`src/rtl/add_seq_ctrl.sv`:
```
// Byte-serial wide add/subtract controller driving a shared combinational 8-bit adder slice.
// Optional ADD_SEQ_BACK2BACK_EN: accept a new request on the same edge that retires a result.
module add_seq_ctrl #(
  parameter int NBYTES = 4
) (
  input  logic                clk,
  input  logic                rst_n,
  input  logic                start_valid,
  output logic                start_ready,
  input  logic [8*NBYTES-1:0] op_a,
  input  logic [8*NBYTES-1:0] op_b,
  input  logic                op_sub,
  output logic                res_valid,
  input  logic                res_ready,
  output logic [8*NBYTES-1:0] res_sum,
  output logic                res_cout,
  output logic                res_ovf,
  output logic                busy,
  output logic [7:0]          slice_a,
  output logic [7:0]          slice_b,
  output logic                slice_cin,
  input  logic [7:0]          slice_sum,
  input  logic                slice_cout
);

  localparam int W  = 8 * NBYTES;
  localparam int IW = (NBYTES > 1) ? $clog2(NBYTES) : 1;
  localparam logic [IW-1:0] LAST = IW'(NBYTES - 1);

  typedef enum logic [1:0] {IDLE, RUN, DONE} state_t;

  state_t         state_q, state_d;
  logic [W-1:0]   a_q, a_d;
  logic [W-1:0]   b_q, b_d;
  logic [W-1:0]   sum_q, sum_d;
  logic [IW-1:0]  idx_q, idx_d;
  logic           carry_q, carry_d;
  logic           cout_q, cout_d;
  logic           ovf_q, ovf_d;
  logic           load;

  always_ff @(posedge clk or negedge rst_n) begin
    if (!rst_n) begin
      state_q <= IDLE;
      a_q     <= '0;
      b_q     <= '0;
      sum_q   <= '0;
      idx_q   <= '0;
      carry_q <= 1'b0;
      cout_q  <= 1'b0;
      ovf_q   <= 1'b0;
    end else begin
      state_q <= state_d;
      a_q     <= a_d;
      b_q     <= b_d;
      sum_q   <= sum_d;
      idx_q   <= idx_d;
      carry_q <= carry_d;
      cout_q  <= cout_d;
      ovf_q   <= ovf_d;
    end
  end

  always_comb begin
    state_d     = state_q;
    a_d         = a_q;
    b_d         = b_q;
    sum_d       = sum_q;
    idx_d       = idx_q;
    carry_d     = carry_q;
    cout_d      = cout_q;
    ovf_d       = ovf_q;
    load        = 1'b0;
    start_ready = 1'b0;
    res_valid   = 1'b0;
    slice_a     = '0;
    slice_b     = '0;
    slice_cin   = 1'b0;

    case (state_q)
      IDLE: begin
        start_ready = 1'b1;
        load        = start_valid;
      end
      RUN: begin
        slice_a   = a_q[idx_q*8 +: 8];
        slice_b   = b_q[idx_q*8 +: 8];
        slice_cin = carry_q;
        sum_d[idx_q*8 +: 8] = slice_sum;
        carry_d   = slice_cout;
        if (idx_q == LAST) begin
          // Final carry is reported only; it never wraps back into the sum.
          cout_d  = slice_cout;
          ovf_d   = (a_q[W-1] == b_q[W-1]) && (slice_sum[7] != a_q[W-1]);
          idx_d   = '0;
          state_d = DONE;
        end else begin
          idx_d = idx_q + 1'b1;
        end
      end
      DONE: begin
        res_valid = 1'b1;
        if (res_ready) begin
          state_d = IDLE;
`ifdef ADD_SEQ_BACK2BACK_EN
          start_ready = 1'b1;
          load        = start_valid;
`endif
        end
      end
      default: state_d = IDLE;
    endcase

    // Subtract is A + ~B + 1: invert B once at capture and seed the carry.
    if (load) begin
      a_d     = op_a;
      b_d     = op_sub ? ~op_b : op_b;
      carry_d = op_sub;
      idx_d   = '0;
      state_d = RUN;
    end
  end

  assign res_sum  = sum_q;
  assign res_cout = cout_q;
  assign res_ovf  = ovf_q;
  assign busy     = (state_q != IDLE);

endmodule
```
`config.mk`:
```
export PLATFORM = sky130hd
export DESIGN_NAME = add_seq_ctrl
export DESIGN_NICKNAME = d
export VERILOG_FILES = /design/src/rtl/add_seq_ctrl.sv
export SDC_FILE = /design/constraint.sdc
export NUM_CORES = 1
export LEC_CHECK = 0
export BUFFER_PORTS_ARGS = -buffer_cell sky130_fd_sc_hd__buf_2
export CORE_MARGIN = 4
export CORE_UTILIZATION = 30
export DETAILED_ROUTE_END_ITERATION = 8
export MAX_ROUTING_LAYER = met4
export PLACE_DENSITY_LB_ADDON = 0.1
export SLEW_MARGIN = 10
export SYNTH_ARGS = -nofsm -noshare
export SYNTH_HDL_FRONTEND = slang
export SYNTH_SLANG_ARGS = --single-unit
```
`constraint.sdc`:
```
create_clock -name clk -period 5.15 [get_ports clk]
set_input_delay 0.515 -clock clk [delete_from_list [all_inputs] [get_ports clk]]
set_output_delay 0.515 -clock clk [all_outputs]
set_load 0.05 [all_outputs]
```
==> reports/results.tsv, run 1 <==
stage	metric	value	unit
clock_tree	clkTransAtPathRegs	0.07	ns
timing	hold_viol	0	
logic_synthesis	ys.flop_type	dfrtp_1	
routing	drt_iter0_markers	130	
cells_and_area	layout.nets	571	
global_route	grt_max_degree	71	
placed_design	dp_cells	687	
setup_path	critPathMaxFanout	27	
routing	dr.pass1.iters	4	
floorplanning	die_h	134	µm
global_route	antenna_found_initial	1	
power	comb_power_share	48.7	%
power	p_int	2.32	mW
logic_synthesis	synthArstFlopShare	100	%
routing	wl_per_cell	16.1	µm
timing	fin_skew	0.00583	ns
placed_design	place_congestion	0.705	
setup_path	critical_path_required	4.64	ns
cells_and_area	area_growth	23.9	%
power	swShare	45.4	%
power	peakVddDrop	236	µV
power	p_leak	2.79	nW
floorplanning	initial_core_util	30.9	%
floorplanning	die_x	134	µm
clock_tree	ctsLongestPathBuffers	2	
setup_path	crit_type	register to output pin	
timing	layout_min_cycle_time	2.81	ns
setup_path	end_kind	output pin	
routing	routed_via_density	4.55	
cells_and_area	fin_cells	704	
global_route	grt_pass1_wl	18600	µm
clock_tree	cts_made_buffers	9	
clock_tree	cts_setup_buffers	0	
timing	fmax	356	MHz
logic_synthesis	postSynthAreaPerCell	13.0	µm²
setup_path	cp.arrival	2.29	ns
power	clkPwrFrac	16.9	%
logic_synthesis	synth_cell_types	31	
placed_design	portBuffers	131	
power	total_power	4.25	mW
routing	num_vias	3204	
logic_synthesis	synth_area	4740	µm²
timing	slew_headroom	36.0	%
cells_and_area	layout-drive-gt1-share	42.1	%
floorplanning	die-area	17900	µm²
timing	whs	0.176	ns
run	drv_cap	0	
routing	route.detailed.drc	0	
logic_synthesis	synth-edff-count	0	
clock_tree	cts-root-buf	clkbuf_16	
timing	totalNegativeSetupSlack	0	ns
timing	setup_viol	0	
logic_synthesis	synth_cells	364	
timing	rsz0062_at_grt	false	
clock_tree	clk_latency	0.35	ns
logic_synthesis	syn-num-nets	448	
global_route	overflow	0	
logic_synthesis	ys_seq_area_share	54.4	%
floorplanning	ios	132	
status	outcome	completed	
power	powerDensity	724	nW/µm²
clock_tree	cts_resized	0	
setup_path	startpoint_type	register	
routing	ant_nets	0	
power	p_seq_share	34.4	%
clock_tree	cts_sinks	103	
clock_tree	cts_tree	built	
timing	min_period_over_period	54.5	%
floorplanning	core_area	15300	µm²
placed_design	dp_hpwl	8050	µm
min_path	hold_path_class	input pin to async pin	
routing	finalWirelength	11400	µm
clock_tree	htree_levels	3	
global_route	grt_usage	13.7	%
power	p_sw	1.93	mW
timing	tightest_slew	0.960	ns
logic_synthesis	synth_warnings	0	
global_route	grt_pass1_vias	3441	
floorplanning	fp-row-count	45	
clock_tree	postCtsHoldBufs	0	
timing	report.final.slew_viol_count	0	
logic_synthesis	ys_seq_elements	103	
==> path summary, 6_finish.rpt <==
path                       cells past startpoint      start  slack [ns]          end
max                                            3   idx_q[0]        2.34   slice_a[7]
min in group clk                               2  res_ready        0.35   state_q[1]
min                                            1      rst_n        0.18      b_q[18]
min reg2reg                                    2    b_q[20]        0.48      b_q[20]
max reg2reg                                    5   idx_q[1]        2.49  res_sum[21]
max in group asynchronous                      2      rst_n        3.79     idx_q[0]
==> synthesized netlist by cell type, types with 4 or more instances <==
cell	number	area share, %
o21ai_0	34	3.6
buf_6	4	0.95
and2_1	18	2.4
buf_2	8	0.84
nand2b_1	5	0.66
ha_1	6	1.6
mux4_2	16	7.6
mux2_2	32	7.6
nand2_1	41	3.2
inv_1	5	0.40
a22o_1	30	5.5
xnor2_1	32	5.9
dfrtp_1	103	54
clkbuf_1	8	0.63
==> routing by layer <==
| metal | vias up | part of all wire [%] | global-route usage (%) |
|---|---|---|---|
| li1 | 1541 | - | - |
| met1 | 1571 | 46 | 17.5 |
| met2 | 79 | 48 | 21.2 |
| met3 | 13 | 5.1 | 3.66 |
| met4 | 0 | 1.6 | 4.63 |
| met5 | - | 0 | - |
==> final cells by class <==
type	count	area [µm²]
diodes	1	2.50
clock buffers	9	225
clock inverters	7	85.1
fillers	1572	9440
inverters	5	18.8
multi-input cells	234	2020
flip-flops and latches	103	2580
well taps	211	264
repair buffers	134	681
==> placed cells by master, fill, tap and decap left out, types with 2 or more instances in the layout <==
| cell type | synthesis | layout |
|---|---|---|
| buf_2 | 8 | 130 |
| and2_1 | 18 | 18 |
| nand2b_1 | 5 | 5 |
| a22o_1 | 30 | 30 |
| clkbuf_16 | 0 | 9 |
| mux4_2 | 16 | 16 |
| xnor2_1 | 32 | 32 |
| buf_4 | 2 | 4 |
| nor2_1 | 2 | 2 |
| mux2_4 | 2 | 2 |
| inv_1 | 5 | 5 |
| nor4_4 | 2 | 2 |
| nand2_1 | 41 | 41 |
| o31ai_1 | 2 | 2 |
| o21ai_0 | 34 | 34 |
| mux2_2 | 32 | 32 |
| dfrtp_1 | 103 | 102 |
| inv_6 | 0 | 5 |
| ha_1 | 6 | 6 |
==> cells by family after synthesis <==
group	count (synthesis)	synth area share [%]
DFF	103	54.4
AOI/OAI and AO/OA	70	10.2
xor gates and xnor gates	32	5.91
and+or+nand+nor	76	8.98
buffers and inverters	27	3.14
adders and majority gates	6	1.58
muxes	50	15.8
==> stage by stage <==
stage,area (µm²),utilization [%],worst slack (ns)
after global placement,5560,36.3,2.52
final,5870,38.3,2.34
after global routing,5870,38.3,2.19
after CTS,5870,38.3,2.26
after floorplan,4740,-,2.93
after detailed placement,5560,36.3,2.46
==> state kept, by name, summed over array words and instances, names as in the netlist <==
register / count
idx_q: 2
res_cout: 1
res_ovf: 1
a_q: 32
b_q: 32
carry_q: 1
res_sum: 32
state_q: 2
==> critical path, stage by stage (launching register included) <==
cell and delay [ns]:
dfrtp_2 0.92, mux4_2 0.60, and2_1 0.20, buf_2 0.22
==> power by group through the flow <==
stage | registers, mW | clock network (mW) | logic [mW]
5_1_grt | 1.52 | 0.779 | 2.23
3_3_place_gp | 1.48 | 0 | 2.08
6_report | 1.46 | 0.717 | 2.07
2_1_floorplan | 1.70 | 0 | 1.38
3_5_place_dp | 1.49 | 0 | 2.10
4_1_cts | 1.47 | 0.752 | 2.11
Power figures use the tool's default switching activity.
==> run 2: changes to the inputs <==
==> constraint.sdc (replaced) <==
create_clock -name clk -period 2.4 [get_ports clk]
set_input_delay 0.24 -clock clk [delete_from_list [all_inputs] [get_ports clk]]
set_output_delay 0.24 -clock clk [all_outputs]
set_load 0.05 [all_outputs]
==> run 2 against run 1 <==
Net effect: sequential cell count is the same; via count shrank 0.25%; total power grew 110%; utilization grew 0.34 points; die area is the same; sequential share of layout area shrank 0.39 points; non-clock buffer count grew 7; combinational power grew 130%; critical path depth grew 1; first-iteration DRC count shrank 12%; global-route usage is essentially flat; critical endpoint unchanged.
==> reports/results.tsv, run 2 (synthesis results as in run 1) <==
stage	metric	value	unit	change
cells_and_area	fillers	1572		unchanged
setup_path	crit_type	register to output pin		unchanged
floorplanning	die_h	134	µm	unchanged
floorplanning	die-area	17900	µm²	unchanged
clock_tree	cts_sinks	103		unchanged
cells_and_area	area_growth	25.0	%	was 23.9%
clock_tree	clkTransAtPathRegs	0.08	ns	was 0.07 ns
cells_and_area	fin_util	38.7	%	was 38.3%
routing	num_vias	3196		was 3204
setup_path	crit_chain	buf_6 > mux4_2 > and2_1 > buf_2		was mux4_2 > and2_1 > buf_2
setup_path	critPathMaxFanout	21		was 27
timing	fin_skew	0.00794	ns	was 0.00583 ns
min_path	holdPathStages	2		
setup_path	critical_path_required	2.16	ns	was 4.64 ns
min_path	worstHoldEndpoint	state_q[1]		
routing	finalWirelength	11400	µm	about the same
clock_tree	cts_made_buffers	9		unchanged
floorplanning	initial_core_util	30.9	%	unchanged
setup_path	startpoint	idx_q[0]		unchanged
setup_path	max_stage_delay	0.54	ns	was 0.92 ns
power	powerDensity	1540	nW/µm²	was 724 nW/µm²
cells_and_area	final_area	5930	µm²	was 5870 µm²
placed_design	dp_hpwl	8340	µm	was 8050 µm
setup_path	r2r_cells	5		unchanged
floorplanning	core_area	15300	µm²	unchanged
setup_path	cp_slowest_cell	mux4_2		was dfrtp_2
clock_tree	ctsLongestPathBuffers	2		unchanged
cells_and_area	layout.nets	578		was 571
floorplanning	die_x	134	µm	unchanged
power	p_leak	2.82	nW	was 2.79 nW
floorplanning	fp-row-count	45		unchanged
setup_path	startpoint_type	register		unchanged
routing	drt_iter0_markers	115		was 130
global_route	grt_usage	13.8	%	was 13.7%
cells_and_area	final_common_cell	buf_2		unchanged
timing	slew_headroom	36.7	%	was 36.0%
timing	totalNegativeSetupSlack	0	ns	unchanged
timing	layout_min_cycle_time	2.20	ns	
timing	whs	0.0840	ns	was 0.176 ns
cells_and_area	seqCellArea	2580	µm²	unchanged
placed_design	placed_area	5620	µm²	was 5560 µm²
setup_path	reg2reg_slack	0.54	ns	was 2.49 ns
timing	fmax	454	MHz	
setup_path	cp.arrival	1.96	ns	was 2.29 ns
clock_tree	cts-root-buf	clkbuf_16		unchanged
setup_path	end_kind	output pin		unchanged
setup_path	rr_endpoint	res_sum[18]		was res_sum[21]
min_path	hold_path_class	input pin to register		was input pin to async pin
status	outcome	completed		unchanged
timing	setup_viol	0		unchanged
power	peakVddDrop	558	µV	was 236 µV
timing	report.final.slew_viol_count	0		unchanged
clock_tree	cts_tree	built		unchanged
clock_tree	htree_levels	3		unchanged
routing	ant_nets	0		unchanged
timing	tightest_slew	0.950	ns	was 0.960 ns
global_route	grt_pass1_wl	18700	µm	was 18600 µm
run	drv_cap	0		unchanged
placed_design	portBuffers	131		unchanged
floorplanning	ios	132		unchanged
timing	rsz0062_at_grt	false		unchanged
global_route	grt_max_degree	63		was 71
setup_path	rr_startpoint	idx_q[0]		was idx_q[1]
timing	hold_viol	0		unchanged
routing	dr.pass1.iters	6		was 4
routing	routed_via_density	4.50		was 4.55
min_path	hold_start	res_ready		
cells_and_area	multiInputGateArea	2020	µm²	unchanged
clock_tree	clk_latency	0.36	ns	was 0.35 ns
cells_and_area	final_cell_mix	130 x buf_2, 102 x dfrtp_1, 41 x nand2_1, 34 x o21ai_0		unchanged
timing	min_period_over_period	91.8	%	
cells_and_area	layout-drive-gt1-share	42.7	%	was 42.1%
global_route	grt_pass1_vias	3519		was 3441
routing	route.detailed.drc	0		unchanged
routing	wl_per_cell	16.0	µm	was 16.1 µm
placed_design	place_congestion	0.750		was 0.705
global_route	overflow	0		unchanged
global_route	antenna_found_initial	1		unchanged
[run 2: per-stage QoR]
step	power, mW	instances	setup WS, ns
2_1_floorplan	6.62	364	0.179
3_3_place_gp	7.71	693	0.491
5_1_grt	9.73	711	0.0878
4_1_cts	9.28	710	0.0653
6_report	9.10	711	0.196
3_5_place_dp	7.77	693	0.471
[run 2: final cells by class]
class / instances / share of cell area, %
tap: 211 / 4.46
timing repair buffer: 141 / 12.7
sequential: 103 / 43.5
antenna: 1 / 0.0422
clock inverter: 7 / 1.12
clock buffer: 9 / 3.80
inverter: 5 / 0.317
multi-input combinational: 234 / 34.1
[run 2: worst max-delay path by stage]
stage | endpoint | cells past startpoint
final | slice_a[7] | 4
after global routing | slice_b[6] | 4
after CTS | slice_a[7] | 4
after detailed placement | slice_a[7] | 4
after global placement | slice_a[7] | 4
after floorplan | res_sum[16] | 7
[run 2: timing repair]
action,in CTS,in global routing
buffers inserted,0,0
endpoints found under the setup margin,0,3
resized for setup,0,1
hold endpoints to repair,65,0
hold buffers,1,0
[run 2: metal layers]
metal  track usage, %  vias to the layer above  share of wire [%]
met1             17.7                     1548                 45
met5                -                        -                  0
met2             21.2                       84                 48
met3             3.74                       11                5.2
met4             4.46                        0                1.5
li1                 -                     1553                  -
[run 2: power breakdown]
| part | total, mW | switching (mW) | leakage, nW | internal [mW] |
|---|---|---|---|---|
| registers | 2.98 | 0.447 | 1.30 | 2.54 |
| clock network | 1.44 | 0.709 | 0.145 | 0.736 |
| logic | 4.67 | 3.00 | 1.38 | 1.67 |
| total | 9.10 | 4.16 | 2.82 | 4.94 |
[run 2: worst max-delay path: cells and delay by family (launching register included)]
kind	cells	cell delay [ns]
AND/OR/NAND/NOR	1	0.19
buffers and inverters	2	0.49
flip-flops	1	0.38
multiplexers	1	0.54
